$ cat src/rtl/morse_pkg.sv
// Shared types and default timing constants for the Morse keying path.
package morse_pkg;

  typedef enum logic [1:0] {
    IDLE      = 2'd0,
    PRESS     = 2'd1,
    GAP       = 2'd2,
    WORD_WAIT = 2'd3
  } morse_state_e;

  localparam int unsigned DEF_DASH_UNITS       = 2;
  localparam int unsigned DEF_LETTER_GAP_UNITS = 3;
  localparam int unsigned DEF_WORD_GAP_UNITS   = 7;
  localparam int unsigned DEF_MAX_ELEMENTS     = 5;
  localparam int unsigned LEN_W                = 3;

endpackage

$ cat src/rtl/morse_symbol_classifier.sv
// Turns the debounced key level into dot/dash pulses, packed letters and word
// boundaries, timed purely by the upstream unit tick.
module morse_symbol_classifier
  import morse_pkg::*;
#(
  parameter int unsigned DASH_UNITS       = DEF_DASH_UNITS,
  parameter int unsigned LETTER_GAP_UNITS = DEF_LETTER_GAP_UNITS,
  parameter int unsigned WORD_GAP_UNITS   = DEF_WORD_GAP_UNITS,
  parameter int unsigned MAX_ELEMENTS     = DEF_MAX_ELEMENTS,
  parameter int unsigned CNT_W            = 4
) (
  input  logic                    clk,
  input  logic                    rst,
  input  logic                    tick,
  input  logic                    key_in,
  output logic                    elem_valid,
  output logic                    elem_dash,
  output logic                    letter_valid,
  output logic [MAX_ELEMENTS-1:0] letter_code,
  output logic [LEN_W-1:0]        letter_len,
  output logic                    letter_err,
  output logic                    word_end
);

  localparam int unsigned D_W = CNT_W + 1;

  morse_state_e            state_q, state_d;
  logic [CNT_W-1:0]        cnt_q, cnt_d;
  logic [MAX_ELEMENTS-1:0] buf_q, buf_d;
  logic [LEN_W-1:0]        len_q, len_d;
  logic                    err_q, err_d;
  logic [D_W-1:0]          d;
  logic                    is_dash;

  logic                    elem_valid_d, elem_dash_d, letter_valid_d, letter_err_d, word_end_d;
  logic [MAX_ELEMENTS-1:0] letter_code_d;
  logic [LEN_W-1:0]        letter_len_d;

  // State register plus registered outputs
  always_ff @(posedge clk) begin
    if (rst) begin
      state_q      <= IDLE;
      cnt_q        <= '0;
      buf_q        <= '0;
      len_q        <= '0;
      err_q        <= 1'b0;
      elem_valid   <= 1'b0;
      elem_dash    <= 1'b0;
      letter_valid <= 1'b0;
      letter_code  <= '0;
      letter_len   <= '0;
      letter_err   <= 1'b0;
      word_end     <= 1'b0;
    end else begin
      state_q      <= state_d;
      cnt_q        <= cnt_d;
      buf_q        <= buf_d;
      len_q        <= len_d;
      err_q        <= err_d;
      elem_valid   <= elem_valid_d;
      elem_dash    <= elem_dash_d;
      letter_valid <= letter_valid_d;
      letter_code  <= letter_code_d;
      letter_len   <= letter_len_d;
      letter_err   <= letter_err_d;
      word_end     <= word_end_d;
    end
  end

  assign d       = D_W'(cnt_q) + D_W'(tick);
  assign is_dash = (d >= D_W'(DASH_UNITS));

  // Next-state, counter, buffer and output logic
  always_comb begin
    state_d        = state_q;
    cnt_d          = (tick && (cnt_q != {CNT_W{1'b1}})) ? cnt_q + CNT_W'(1) : cnt_q;
    buf_d          = buf_q;
    len_d          = len_q;
    err_d          = err_q;
    elem_valid_d   = 1'b0;
    elem_dash_d    = elem_dash;
    letter_valid_d = 1'b0;
    letter_code_d  = letter_code;
    letter_len_d   = letter_len;
    letter_err_d   = letter_err;
    word_end_d     = 1'b0;

    unique case (state_q)
      IDLE: begin
        if (key_in) begin
          state_d = PRESS;
          cnt_d   = '0;
          buf_d   = '0;
          len_d   = '0;
          err_d   = 1'b0;
        end
      end

      PRESS: begin
        if (!key_in) begin
          elem_valid_d = 1'b1;
          elem_dash_d  = is_dash;
          // Overflowing elements leave the buffer intact and flag the letter
          if (len_q == LEN_W'(MAX_ELEMENTS)) begin
            err_d = 1'b1;
          end else begin
            buf_d = {buf_q[MAX_ELEMENTS-2:0], is_dash};
            len_d = len_q + LEN_W'(1);
          end
          state_d = GAP;
          cnt_d   = '0;
        end
      end

      GAP: begin
        if (d == D_W'(LETTER_GAP_UNITS)) begin
          letter_valid_d = 1'b1;
          letter_code_d  = buf_q;
          letter_len_d   = len_q;
          letter_err_d   = err_q;
          buf_d          = '0;
          len_d          = '0;
          err_d          = 1'b0;
          // Key-up time keeps accumulating toward the word gap
          if (key_in) begin
            state_d = PRESS;
            cnt_d   = '0;
          end else begin
            state_d = WORD_WAIT;
          end
        end else if (key_in) begin
          state_d = PRESS;
          cnt_d   = '0;
        end
      end

      WORD_WAIT: begin
        if (d == D_W'(WORD_GAP_UNITS)) begin
          word_end_d = 1'b1;
          state_d    = key_in ? PRESS : IDLE;
          cnt_d      = '0;
        end else if (key_in) begin
          state_d = PRESS;
          cnt_d   = '0;
        end
      end

      default: begin
        state_d = IDLE;
        cnt_d   = '0;
      end
    endcase
  end

endmodule

$ cat config.mk
export PLATFORM = sky130hd
export DESIGN_NAME = morse_symbol_classifier
export DESIGN_NICKNAME = d
export VERILOG_FILES = /design/src/rtl/morse_pkg.sv /design/src/rtl/morse_symbol_classifier.sv
export SDC_FILE = /design/constraint.sdc
export NUM_CORES = 1
export LEC_CHECK = 0
export BUFFER_PORTS_ARGS = -buffer_cell sky130_fd_sc_hd__buf_2
export CAP_MARGIN = 15
export CORE_MARGIN = 10
export CORE_UTILIZATION = 53
export DETAILED_ROUTE_END_ITERATION = 6
export PLACE_DENSITY_LB_ADDON = 0.3
export SETUP_SLACK_MARGIN = 0.02
export SYNTH_ARGS = -nofsm -noshare
export SYNTH_HDL_FRONTEND = slang
export SYNTH_SLANG_ARGS = --single-unit
$ cat constraint.sdc
create_clock -name clk -period 5.7 [get_ports clk]
set_clock_uncertainty 0.2 [all_clocks]
set_input_delay 1.14 -clock clk [delete_from_list [all_inputs] [get_ports clk]]
set_output_delay 1.14 -clock clk [all_outputs]
set_load 0.01 [all_outputs]
=== Word-level counts from Yosys, hierarchy flattened ===
Cells that the tools add are included.

* Multiplexer cells: 30
* Add/subtract/negate cells: 3
* Order comparisons: 1
* Reduce and logical (&&, ||, !) cells: 11
* Bitwise gates (word level): 4
* Eq/ne operators: 12

{| class="wikitable"
|+ Operators with widths
! cell !! count
|-
| $mux W5 || 4
|-
| $mux W4 || 4
|-
| $pmux W5 S3 || 1
|-
| $mux W3 || 4
|-
| $pmux W4 S3 || 1
|-
| $mux W2 || 5
|-
| $ne A2 B2 Y1 const B || 5
|-
| $reduce_and A5 Y1 || 2
|-
| $pmux W3 S3 || 1
|-
| $mux W1 || 8
|-
| $pmux W2 S4 || 1
|-
| $reduce_or A2 Y1 || 4
|-
| $add A4 B1 Y5 || 1
|-
| $eq A5 B2 Y1 const B || 1
|-
| $eq A5 B3 Y1 const B || 1
|-
| $ge A5 B2 Y1 const B || 1
|-
| $add A4 B1 Y4 const B || 1
|-
| $eq A2 B2 Y1 const B || 2
|-
| $ne A4 B4 Y1 const B || 1
|-
| $not A1 Y1 || 4
|-
| $reduce_and A2 Y1 || 2
|-
| $add A3 B1 Y3 const B || 1
|-
| $eq A3 B3 Y1 const B || 1
|-
| $pmux W1 S3 || 1
|-
| 4 further kinds || 4
|}

* Input port bits: 4
* Flip-flop bits (word level): 28
* Logic and storage cells: 73

=== Depth between registers and ports, before layout ===
Gate-level depths: netlist (run 1).

* Depth after elaboration: 6
* Depth in mapped cells: 8
* Mapped depth without buffers: 7

=== Worst setup path before layout (run 1) ===
OpenSTA, ideal clock, no wires.

* Path type: input -> register
* Start: input tick
* End: register len_q[1]
* Setup slack: 2.674 ns
* Setup time: 0.070 ns
* Data arrival time: 2.756 ns
* Stages: 7
* Buffers on the path: 0
* Required time: 5.430 ns
* Cells stage by stage: ha_1 -> ha_1 -> nor2_1 -> a21oi_4 -> o31a_1 -> or4_1 -> a21oi_1

* Word-level cells in the longest chain between the ends: 4

{| class="wikitable"
|+ RTL lines
! what !! RTL line !! text
|-
| from (decl) || morse_symbol_classifier.sv:14 || <nowiki>input logic tick,</nowiki>
|-
| $add A4 B1 Y5 || morse_symbol_classifier.sv:70 || <nowiki>assign d = D_W'(cnt_q) + D_W'(tick);</nowiki>
|-
| $eq A5 B2 Y1 || morse_symbol_classifier.sv:116 || <nowiki>if (d == D_W'(LETTER_GAP_UNITS)) begin</nowiki>
|-
| $ne A2 B2 Y1 (no line) || n/a ||
|-
| $reduce_and A5 Y1 (no line) || n/a ||
|-
| to (signal assigned) || morse_symbol_classifier.sv:58 || <nowiki>len_q <= len_d;</nowiki>
|-
| to (decl) || morse_symbol_classifier.sv:30 || <nowiki>logic [LEN_W-1:0] len_q, len_d;</nowiki>
|}

No other way between the ends.
A chain may end at the register's enable or synchronous reset.

=== Worst setup path in the final report (run 1) ===
* Start: input tick
* End: register letter_code[1]

* Word-level cells in the longest chain between the ends: 3

{| class="wikitable"
|+ RTL lines
! what !! RTL line !! text
|-
| $add A4 B1 Y5 || morse_symbol_classifier.sv:70 ||
|-
| $eq A5 B2 Y1 || morse_symbol_classifier.sv:116 ||
|-
| $reduce_and A2 Y1 (no line) || n/a ||
|-
| to (signal assigned) || morse_symbol_classifier.sv:63 || <nowiki>letter_code <= letter_code_d;</nowiki>
|-
| to (decl) || morse_symbol_classifier.sv:19 || <nowiki>output logic [MAX_ELEMENTS-1:0] letter_code,</nowiki>
|}

No other way between the ends.

==> metrics, run 1 <==
Worst Hold Class=reg -> reg; CORE AREA=2500 µm²; Die Y=71.4 µm; mux share of post-synthesis cell area=7.23%; Post-Route WL=2820 µm; Worst Path Required=5.72 ns; Clock Pin Slew Worst Setup and Hold Paths=0.15 ns; final core utilization=61.4%; Yosys reg bits=28; Pre-antenna DRT Iters=4; WL met3=168 µm; simple-gate share of the synthesized area=18.6%; compound-cell area share of the yosys netlist=18.8%; initial core utilization=56.1%; total power draw=0.474 mW; Post-Synth Adder-Cell Area=8.03%; metal2 WL=1370 µm; crit path DAT=3.31 ns; final setup TNS=0 ns; share of cells above drive strength 1=16.1%; RSZ-0062 raised after global routing=no; fin crit period=3.29 ns; final critical-path share of the clock period=57.8%; Area Overhead vs Synth=9.46%; diode count=0; Distinct cells, synth=38; synthesized net count=169; H-tree Lvls=1; # DRC=0; initial antenna violation count=0; synthesized cell area=1400 µm²; # Post-CTS Setup Buffers=0; uppermost layer routed=met4; port bufs=16; R2R depth=8; wire per inst=14.3 µm; Yosys warnings=0; largest net degree at the start of global routing=26; max-slew violation count=0; via count=1178; total track usage=11.7%; Final GP Congestion=0.800; first-pass GRT wire length=5110 µm; DIE AREA=5100 µm²; Least-Margin Pin Slew=0.830 ns; DRT antenna net count=0; Rows=18; fmax=304 MHz; Seq/Total Area, Yosys=40.0%; CP Max Fanout=6; vias in the first global route=1142; chip width=71.4 µm; main combinational cell family by area after synthesis=compound AO/OA/AOI/OAI gates; kind of critical path=in -> reg; Inst Count DP=194; Ports=17; clock buffer depth=2; XOR/XNOR share of the synthesized area=2.50%; Synth Area per Inst=8.99 µm²; CTS sink cnt=28; # hold bufs at CTS=0; Peak VDD IR=0.000203 V; Metal-1 WL=1270 µm; final setup vio count=0; status=finished, final reports clean; Post-synth EDFFs=0; max_cap viols=0; CTS buffer count=3; GRT Residual Overflow=0; post_cts resized=0; ys async rst share=0%; Top FF cell, synth=dfxtp_1; worst skew pair latency=0.33 ns; Setup crit start kind=primary input; Rel. slew slack=44.5%; Pleak=0.576 nW; Clock Root Buffer=clkbuf_4; vias per cell=5.95; Detailed Place HPWL=2120 µm; DRT iter0 DRCs=67; CTS tree=done; hold path cells=2; Critical Path End Type=flip-flop; Post-Synthesis Cells=156; final std cells w/o fill=198; Final nets=182; power density over the cells=308 nW/µm²; Final Hold Vio Count=0
[per-layer routing]
layer | vias up | global-route usage, %
met5 | - | 0
met2 | 28 | 18.3
met1 | 556 | 14.3
li1 | 592 | -
met3 | 2 | 3.86
met4 | 0 | 5.38
[cell type report]
class | count | area (µm²)
clock buffers | 3 | 22.5
multi-input cells | 113 | 774
repair buffers | 17 | 87.6
fillers | 220 | 965
flip-flops and latches | 28 | 561
well taps | 30 | 37.5
clock inverters | 1 | 30.0
inverters | 6 | 22.5
[cell families (layout without fill, tap and decap cells)]
group           after synthesis  in the layout
simple gates                 52             52
compound gates               38             38
flops                        28             28
buf+inv                      15             27
mux                          10             10
fa+ha+maj                     9              9
xor+xnor                      4              4
[synth_stat cells (all sizes together) (2+ instances only)]
master / number / area share, %
a21oi: 10 / 4.4
nand4: 6 / 2.7
a211oi: 3 / 1.6
nor2b: 2 / 0.89
nand3: 5 / 1.8
ha: 9 / 8.0
clkbuf: 5 / 1.3
o31ai: 3 / 2.0
nand2: 7 / 1.9
a2111oi: 2 / 1.2
xor2: 2 / 1.2
mux2i: 9 / 6.4
and2: 3 / 1.5
a31oi: 3 / 1.3
o21ai: 8 / 2.9
nor3: 3 / 1.1
dfxtp: 28 / 40
inv: 6 / 1.6
nor2: 21 / 5.6
buf: 4 / 1.9
or4: 3 / 1.6
xnor2: 2 / 1.2
[through the flow]
step	instance area (µm²)	hold WS, ns	worst slack (ns)
floorplan	1400	0.249	2.67
global route	1540	0.321	2.24
global placement	1480	0.264	2.12
finish	1540	0.297	2.41
detailed placement	1480	0.281	2.02
CTS	1540	0.300	2.40
[state kept, by name, indices dropped and copies added (netlist names)]
| signal | cells |
|---|---|
| elem_dash | 1 |
| err_q | 1 |
| len_q | 3 |
| word_end | 1 |
| cnt_q | 4 |
| letter_code | 5 |
| letter_valid | 1 |
| letter_err | 1 |
| elem_valid | 1 |
| state_q | 2 |
| letter_len | 3 |
| buf_q | 5 |
[where the power goes]
| group | switching [mW] | total (mW) | internal, mW |
|---|---|---|---|
| sequential | 0.0106 | 0.216 | 0.206 |
| combinational | 0.0826 | 0.127 | 0.0443 |
| clock | 0.0594 | 0.131 | 0.0711 |
[worst max-delay path, cell delays in order]
cell and delay (ns):
buf_2 0.12, ha_1 0.24, ha_1 0.23, nor2_1 0.20, a21oi_4 0.08, nor4b_2 0.74, buf_4 0.29, mux2i_1 0.21
nor2_1 0.06
[placed cells by master, fill, tap and decap left out, drive strengths merged]
master / synthesis / final
mux2i: 9 / 9
inv: 6 / 6
o21ai: 8 / 8
mux2: 1 / 1
a31o: 1 / 1
nor3: 3 / 3
a211oi: 3 / 3
nor2b: 2 / 2
xnor2: 2 / 2
or4: 3 / 3
a211o: 1 / 1
nand2: 7 / 7
o31ai: 3 / 3
a41oi: 1 / 1
xor2: 2 / 2
buf: 4 / 17
a2111oi: 2 / 2
a31oi: 3 / 3
nor3b: 1 / 1
ha: 9 / 9
o211ai: 1 / 1
nor4b: 1 / 1
a21boi: 1 / 1
clkbuf: 5 / 3
a21o: 1 / 1
dfxtp: 28 / 28
bufinv: 0 / 1
a41o: 1 / 1
nand4: 6 / 6
o31a: 1 / 1
nor2: 21 / 21
nand3: 5 / 5
o41ai: 1 / 1
a21oi: 10 / 10
and2: 3 / 3
[worst paths after layout]
check | startpoint | end | slack (ns)
worst max-delay path | tick | letter_code[1] | 2.41
worst min-delay path | buf_q[4] | buf_q[4] | 0.30
worst max register to register | cnt_q[0] | letter_code[1] | 2.94
worst min register to register | buf_q[4] | buf_q[4] | 0.30
No activity file was read; power rests on OpenSTA's default activity.
==> inputs of run 2 (changes only) <==
--- a/config.mk
+++ b/config.mk
@@ -5,10 +5,11 @@
 export SDC_FILE = /design/constraint.sdc
 export NUM_CORES = 1
 export LEC_CHECK = 0
+export ABC_AREA = 1
 export BUFFER_PORTS_ARGS = -buffer_cell sky130_fd_sc_hd__buf_2
 export CAP_MARGIN = 15
 export CORE_MARGIN = 10
-export CORE_UTILIZATION = 53
+export CORE_UTILIZATION = 51
 export DETAILED_ROUTE_END_ITERATION = 6
 export PLACE_DENSITY_LB_ADDON = 0.3
 export SETUP_SLACK_MARGIN = 0.02
==> constraint.sdc (replaced) <==
create_clock -name clk -period 2.88 [get_ports clk]
set_clock_uncertainty 0.2 [all_clocks]
set_input_delay 0.576 -clock clk [delete_from_list [all_inputs] [get_ports clk]]
set_output_delay 0.576 -clock clk [all_outputs]
set_load 0.01 [all_outputs]
==> metrics, run 2 <==
status=finished, final reports clean (unchanged); Pre-antenna DRT Iters=4 (unchanged); kind of critical path=reg -> reg (was in -> reg); CORE AREA=2730 µm² (was 2500 µm²); final core utilization=58.4% (was 61.4%); Yosys reg bits=28 (unchanged); vias per cell=5.08 (was 5.95); delay-heaviest family, CP=compound AO/OA/AOI/OAI gates (was simple AND/OR/NAND/NOR gates); r2r setup slk=0.69 ns (was 2.94 ns); fin crit period=2.19 ns; via count=1264 (was 1178); Area Overhead vs Synth=10.6% (was 9.46%); # Post-CTS Setup Buffers=0 (unchanged); CTS tree=done (unchanged); final critical-path share of the clock period=75.9%; Top FF cell, synth=dfxtp_1 (unchanged); crit path DAT=2.22 ns (was 3.31 ns); initial antenna violation count=0 (unchanged); Peak VDD IR=0.000563 V (was 0.000203 V); worst path buffer plus inverter count=2 (unchanged); max_cap viols=0 (unchanged); post_cts resized=0 (unchanged); clock buffer depth=2 (unchanged); slowest stage delay, CP=0.42 ns (was 0.74 ns); Clock Pin Slew Worst Setup and Hold Paths=0.16 ns (was 0.15 ns); H-tree Lvls=1 (unchanged); R2R depth=8 (unchanged); commonest cells after routing, fill and taps aside=41 x nand2_1, 29 x nor2_1, 28 x dfxtp_1 (was 28 x dfxtp_1, 21 x nor2_1, 16 x buf_2); Multi-input gate area=749 µm² (was 774 µm²); vias in the first global route=1207 (was 1142); Least-Margin Pin Slew=0.490 ns (was 0.830 ns); CP cell instances=inv_1, ha_1, nand2_2, inv_6, a211oi_4, nand3_4, o21ai_1, nor2_1 (was buf_2, ha_1, ha_1, nor2_1, a21oi_4, nor4b_2, buf_4, mux2i_1, nor2_1); Worst R2R End=len_q[1] (was letter_code[1]); synthesized net count=215 (was 169); Setup crit start kind=flip-flop (was primary input); Detailed Place HPWL=2160 µm (was 2120 µm); Final Hold Vio Count=0 (unchanged); share of cells above drive strength 1=16.5% (was 16.1%); Worst Hold Class=reg -> reg (unchanged); Top Registers=buf_q: 5 flops, letter_code: 5 flops, cnt_q: 4 flops (unchanged); CP Max Fanout=10 (was 6); Distinct cells, synth=24 (was 38); initial core utilization=52.8% (was 56.1%); chip width=73.2 µm (was 71.4 µm); Rel. slew slack=67.2% (was 44.5%); wire per inst=11.7 µm (was 14.3 µm); Final GP Congestion=0.751 (was 0.800); final setup TNS=0 ns (unchanged); Ports=17 (unchanged); total track usage=11.6% (was 11.7%); most common cell in the netlist=nand2_1 (was dfxtp_1); fillers=264 (was 220); critical path depth=8 (was 9); Rows=19 (was 18); CTS buffer count=3 (unchanged); diode count=0 (unchanged); Post-Route WL=2910 µm (was 2820 µm); Seq/Total Area, Yosys=38.9% (was 40.0%); Synth Area per Inst=7.14 µm² (was 8.99 µm²); DRT iter0 DRCs=53 (was 67); largest net degree at the start of global routing=17 (was 26); Die Y=73.2 µm (was 71.4 µm); final setup vio count=0 (unchanged); Post-Synthesis Cells=202 (was 156); synthesized cell area=1440 µm² (was 1400 µm²); most common cell after layout, fill and taps aside=nand2_1 (was dfxtp_1); Post-synth EDFFs=0 (unchanged); top-area cell type share of the netlist area=38.9% (was 40.0%); first-pass GRT wire length=5100 µm (was 5110 µm); port bufs=16 (unchanged); Worst Path Required=2.92 ns (was 5.72 ns); worst setup slack after layout=0.693 ns (was 2.41 ns); fmax=457 MHz; Max stage delay cell, worst path=dfxtp_1 (was nor4b_2); DRT antenna net count=0 (unchanged); crit path from=state_q[1] (was tick); Yosys warnings=0 (unchanged); Post-synth top cells=41 x nand2_1, 29 x nor2_1, 28 x dfxtp_1 (was 28 x dfxtp_1, 21 x nor2_1, 9 x a21oi_1, 9 x ha_1, 9 x mux2i_1); Setup crit end=len_q[1] (was letter_code[1]); Pleak=0.774 nW (was 0.576 nW); register area=561 µm² (unchanged); synth top area cells=dfxtp_1 39%, nand2_1 11%, ha_1 7.8%, nor2_1 7.5%, a21oi_1 5.9% (was dfxtp_1 40%, ha_1 8.0%, mux2i_1 6.4%, nor2_1 5.6%, a21oi_1 3.2%); # DRC=0 (unchanged); # hold bufs at CTS=0 (unchanged); leading area contributor after synthesis=dfxtp_1 (unchanged); RSZ-0062 raised after global routing=no (unchanged); Final nets=232 (was 182); worst slack, placed=0.398 ns (was 2.02 ns); Clock Root Buffer=clkbuf_4 (unchanged); min-delay src=err_q (was buf_q[4]); CTS sink cnt=28 (unchanged); r2r startpoint=state_q[1] (was cnt_q[0]); Critical Path End Type=flip-flop (unchanged); DIE AREA=5360 µm² (was 5100 µm²); power density over the cells=645 nW/µm² (was 308 nW/µm²); worst skew pair latency=0.34 ns (was 0.33 ns); GRT Residual Overflow=0 (unchanged); max-slew violation count=0 (unchanged); ys async rst share=0% (unchanged)
==> run 2: changes by cell type after synthesis, moves of 4 or more <==
cell	change
a21oi_1	+8
clkbuf_1	-4
inv_1	+14
inv_2	+6
mux2i_1	-9
nand2_1	+34
nand3_1	+5
nor2_1	+8
o21ai_0	-6
o21ai_1	+11
==> run 2: worst min-delay path by stage <==
stage / to / slack [ns] / cells past startpoint
global placement: err_q / 0.25 / 2
finish: letter_err / 0.26 / 2
global route: elem_dash / 0.30 / 2
floorplan: letter_err / 0.23 / 2
detailed placement: err_q / 0.25 / 2
CTS: letter_err / 0.27 / 2
==> run 2: worst reg2reg max path, cell delays in order, from the launching register on <==
cell	delay (ns)
dfxtp_1	0.42
inv_1	0.11
ha_1	0.35
nand2_2	0.17
inv_6	0.05
a211oi_4	0.41
nand3_4	0.18
o21ai_1	0.15
nor2_1	0.05
==> run 2: kinds of logic (layout without fill, tap and decap cells) <==
kind of cell               count (synthesis)  after routing  synth area share, %
xor gates and xnor gates                   2              2                 1.21
adders and majority gates                  9              9                 7.81
AOI/OAI and AO/OA                         31             31                 11.8
DFF                                       28             28                 38.9
and+or+nand+nor                          100            100                 31.1
buffers and inverters                     32             48                 9.19
==> run 2: layout make-up <==
cell class / instances / share of cell area (%)
clock buffer: 3 / 1.41
multi-input combinational: 142 / 47.0
tap: 31 / 2.43
sequential: 28 / 35.1
inverter: 27 / 6.67
timing repair buffer: 17 / 5.49
clock inverter: 1 / 1.88
==> run 2: metal layers <==
| metal | track usage (%) | vias to the layer above | wire, µm |
|---|---|---|---|
| met5 | 0 | - | 0 |
| met4 | 4.22 | 0 | 55 |
| met3 | 3.27 | 7 | 100 |
| met2 | 20.8 | 17 | 1370 |
| met1 | 12.5 | 559 | 1390 |
| li1 | - | 681 | - |
==> run 2: metrics by stage <==
stage               hold WS (ns)  area (µm²)  total power, mW  std cells
floorplan                  0.230        1440            0.709        202
global placement           0.245        1540            0.765        245
detailed placement         0.246        1540            0.770        245
CTS                        0.265        1600             1.03        249
global route               0.299        1600             1.10        249
finish                     0.264        1600             1.03        249
==> run 2: power breakdown <==
group / leakage (nW) / internal (mW) / total [mW] / switching, mW
registers: 0.226 / 0.413 / 0.435 / 0.0216
clock network: 0.0279 / 0.141 / 0.262 / 0.121
logic: 0.519 / 0.111 / 0.331 / 0.220
total: 0.774 / 0.666 / 1.03 / 0.363
==> inputs of run 3 (changes only) <==
--- a/config.mk
+++ b/config.mk
@@ -5,7 +5,7 @@
 export SDC_FILE = /design/constraint.sdc
 export NUM_CORES = 1
 export LEC_CHECK = 0
-export ABC_AREA = 1
+export ABC_AREA = 0
 export BUFFER_PORTS_ARGS = -buffer_cell sky130_fd_sc_hd__buf_2
 export CAP_MARGIN = 15
 export CORE_MARGIN = 10
==> constraint.sdc (replaced) <==
create_clock -name clk -period 2 [get_ports clk]
set_clock_uncertainty 0.2 [all_clocks]
set_input_delay 0.4 -clock clk [delete_from_list [all_inputs] [get_ports clk]]
set_output_delay 0.4 -clock clk [all_outputs]
set_load 0.01 [all_outputs]
==> metrics, run 3 (synthesis results as in run 1) <==
status=finished, violations left (was finished, final reports clean); violated checks=negative setup slack; diode count=0 (unchanged); Worst R2R End=len_q[1] (unchanged); chip width=72.4 µm (was 73.2 µm); CTS buffer count=3 (unchanged); Pleak=0.677 nW (was 0.774 nW); final core utilization=70.1% (was 58.4%); fmax=480 MHz (was 457 MHz); initial core utilization=55.1% (was 52.8%); power density over the cells=808 nW/µm² (was 645 nW/µm²); Hold WS=0.164 ns (was 0.264 ns); largest net degree at the start of global routing=16 (was 17); most common cell after layout, fill and taps aside=dfxtp_1 (was nand2_1); kind of critical path=reg -> reg (unchanged); Peak VDD IR=0.000657 V (was 0.000563 V); RSZ-0062 raised after global routing=yes (was no); # hold bufs at CTS=0 (unchanged); CP Max Fanout=4 (was 10); DIE AREA=5250 µm² (was 5360 µm²); max-slew violation count=0 (unchanged); fillers=193 (was 264); Area Overhead vs Synth=27.1% (was 10.6%); H-tree Lvls=1 (unchanged); Worst Path Required=2.07 ns (was 2.92 ns); Worst Hold Class=in -> reg (was reg -> reg); clock buffer depth=2 (unchanged); Final nets=201 (was 232); Rel. slew slack=73.3% (was 67.2%); worst slack, placed=-0.274 ns (was 0.398 ns); crit path DAT=2.15 ns (was 2.22 ns); register area=564 µm² (was 561 µm²); final setup vio count=7 (was 0); Post-Route WL=3570 µm (was 2910 µm); worst skew pair latency=0.33 ns (was 0.34 ns); vias per cell=6.13 (was 5.08); commonest cells after routing, fill and taps aside=25 x dfxtp_1, 20 x nor2_1, 18 x buf_4 (was 41 x nand2_1, 29 x nor2_1, 28 x dfxtp_1); Design Area, Final=1780 µm² (was 1600 µm²); port bufs=16 (unchanged); crit path from=cnt_q[0] (was state_q[1]); DRT iter0 DRCs=99 (was 53); Die Y=72.4 µm (was 73.2 µm); first-pass GRT wire length=5800 µm (was 5100 µm); worst setup slack after layout=-0.0823 ns (was 0.693 ns); share of cells above drive strength 1=33.9% (was 16.5%); vias in the first global route=1282 (was 1207); CTS tree=done (unchanged); Rows=18 (was 19); Clock Root Buffer=clkbuf_4 (unchanged); Multi-input gate area=898 µm² (was 749 µm²); # DRC=0 (unchanged); Setup crit start kind=flip-flop (unchanged); Top Registers=buf_q: 5 flops, letter_code: 5 flops, cnt_q: 4 flops (unchanged); r2r startpoint=cnt_q[0] (was state_q[1]); via count=1323 (was 1264); Ports=17 (unchanged); Inst Count DP=210 (was 245); Detailed Place HPWL=2480 µm (was 2160 µm); initial antenna violation count=0 (unchanged); Pre-antenna DRT Iters=4 (unchanged); DRT antenna net count=0 (unchanged); total power draw=1.44 mW (was 1.03 mW); placed inst area=1640 µm² (was 1540 µm²); Final Hold Vio Count=0 (unchanged); Clock Pin Slew Worst Setup and Hold Paths=0.14 ns (was 0.16 ns); Critical Path End Type=flip-flop (unchanged); total track usage=13.3% (was 11.6%); Least-Margin Pin Slew=0.390 ns (was 0.490 ns); r2r setup slk=-0.08 ns (was 0.69 ns); GRT Residual Overflow=0 (unchanged); final setup TNS=-0.326 ns (was 0 ns); CTS sink cnt=28 (unchanged); fin crit period=2.08 ns (was 2.19 ns); CORE AREA=2540 µm² (was 2730 µm²); final critical-path share of the clock period=104% (was 75.9%); R2R depth=7 (was 8); wire per inst=16.5 µm (was 11.7 µm); Setup crit end=len_q[1] (unchanged); final std cells w/o fill=216 (was 249); Final GP Congestion=0.865 (was 0.751); hold path cells=2 (unchanged); max_cap viols=0 (unchanged)
[run 3: layout make-up]
cell class / count / area share (%)
inverters: 6 / 1.26
repair buffers: 36 / 13.3
well taps: 30 / 2.11
clock buffers: 3 / 1.26
flip-flops and latches: 28 / 31.6
multi-input cells: 113 / 50.4
[run 3: how the worst min path moves through the flow]
stage	start	end	slack, ns
2_1_floorplan	buf_q[4]	buf_q[4]	0.25
3_3_place_gp	letter_code[1]	letter_code[1]	0.27
3_5_place_dp	letter_code[3]	letter_code[3]	0.28
4_1_cts	key_in	elem_valid	0.15
5_1_grt	rst	letter_code[1]	0.19
6_report	rst	letter_code[0]	0.16
[run 3: what timing repair did]
action                     in CTS  in global routing
cloned                          0                  0
resized for setup               5                 15
setup endpoints to repair      15                 18
buffers inserted                1                  2
pin swaps                       4                  7
[run 3: worst max-delay path, stage by stage, from the launching register on]
cell	delay (ns)
dfxtp_2	0.38
ha_4	0.14
ha_4	0.15
and2_4	0.15
a21oi_4	0.07
o31a_1	0.30
or4_4	0.50
a21oi_2	0.13
[run 3: report_power, final]
part           leakage (nW)  switching, mW  total [mW]  internal, mW
Sequential            0.228         0.0248       0.612         0.587
Combinational         0.435          0.339       0.598         0.258
Clock                0.0138          0.161       0.232        0.0708
[run 3: per-layer routing]
metal	up-vias	share of wire (%)	GRT usage, %
li1	625	-	-
met4	0	2.0	4.43
met3	12	7.1	4.63
met1	642	41	14.7
met2	44	50	23.1
met5	-	0	0
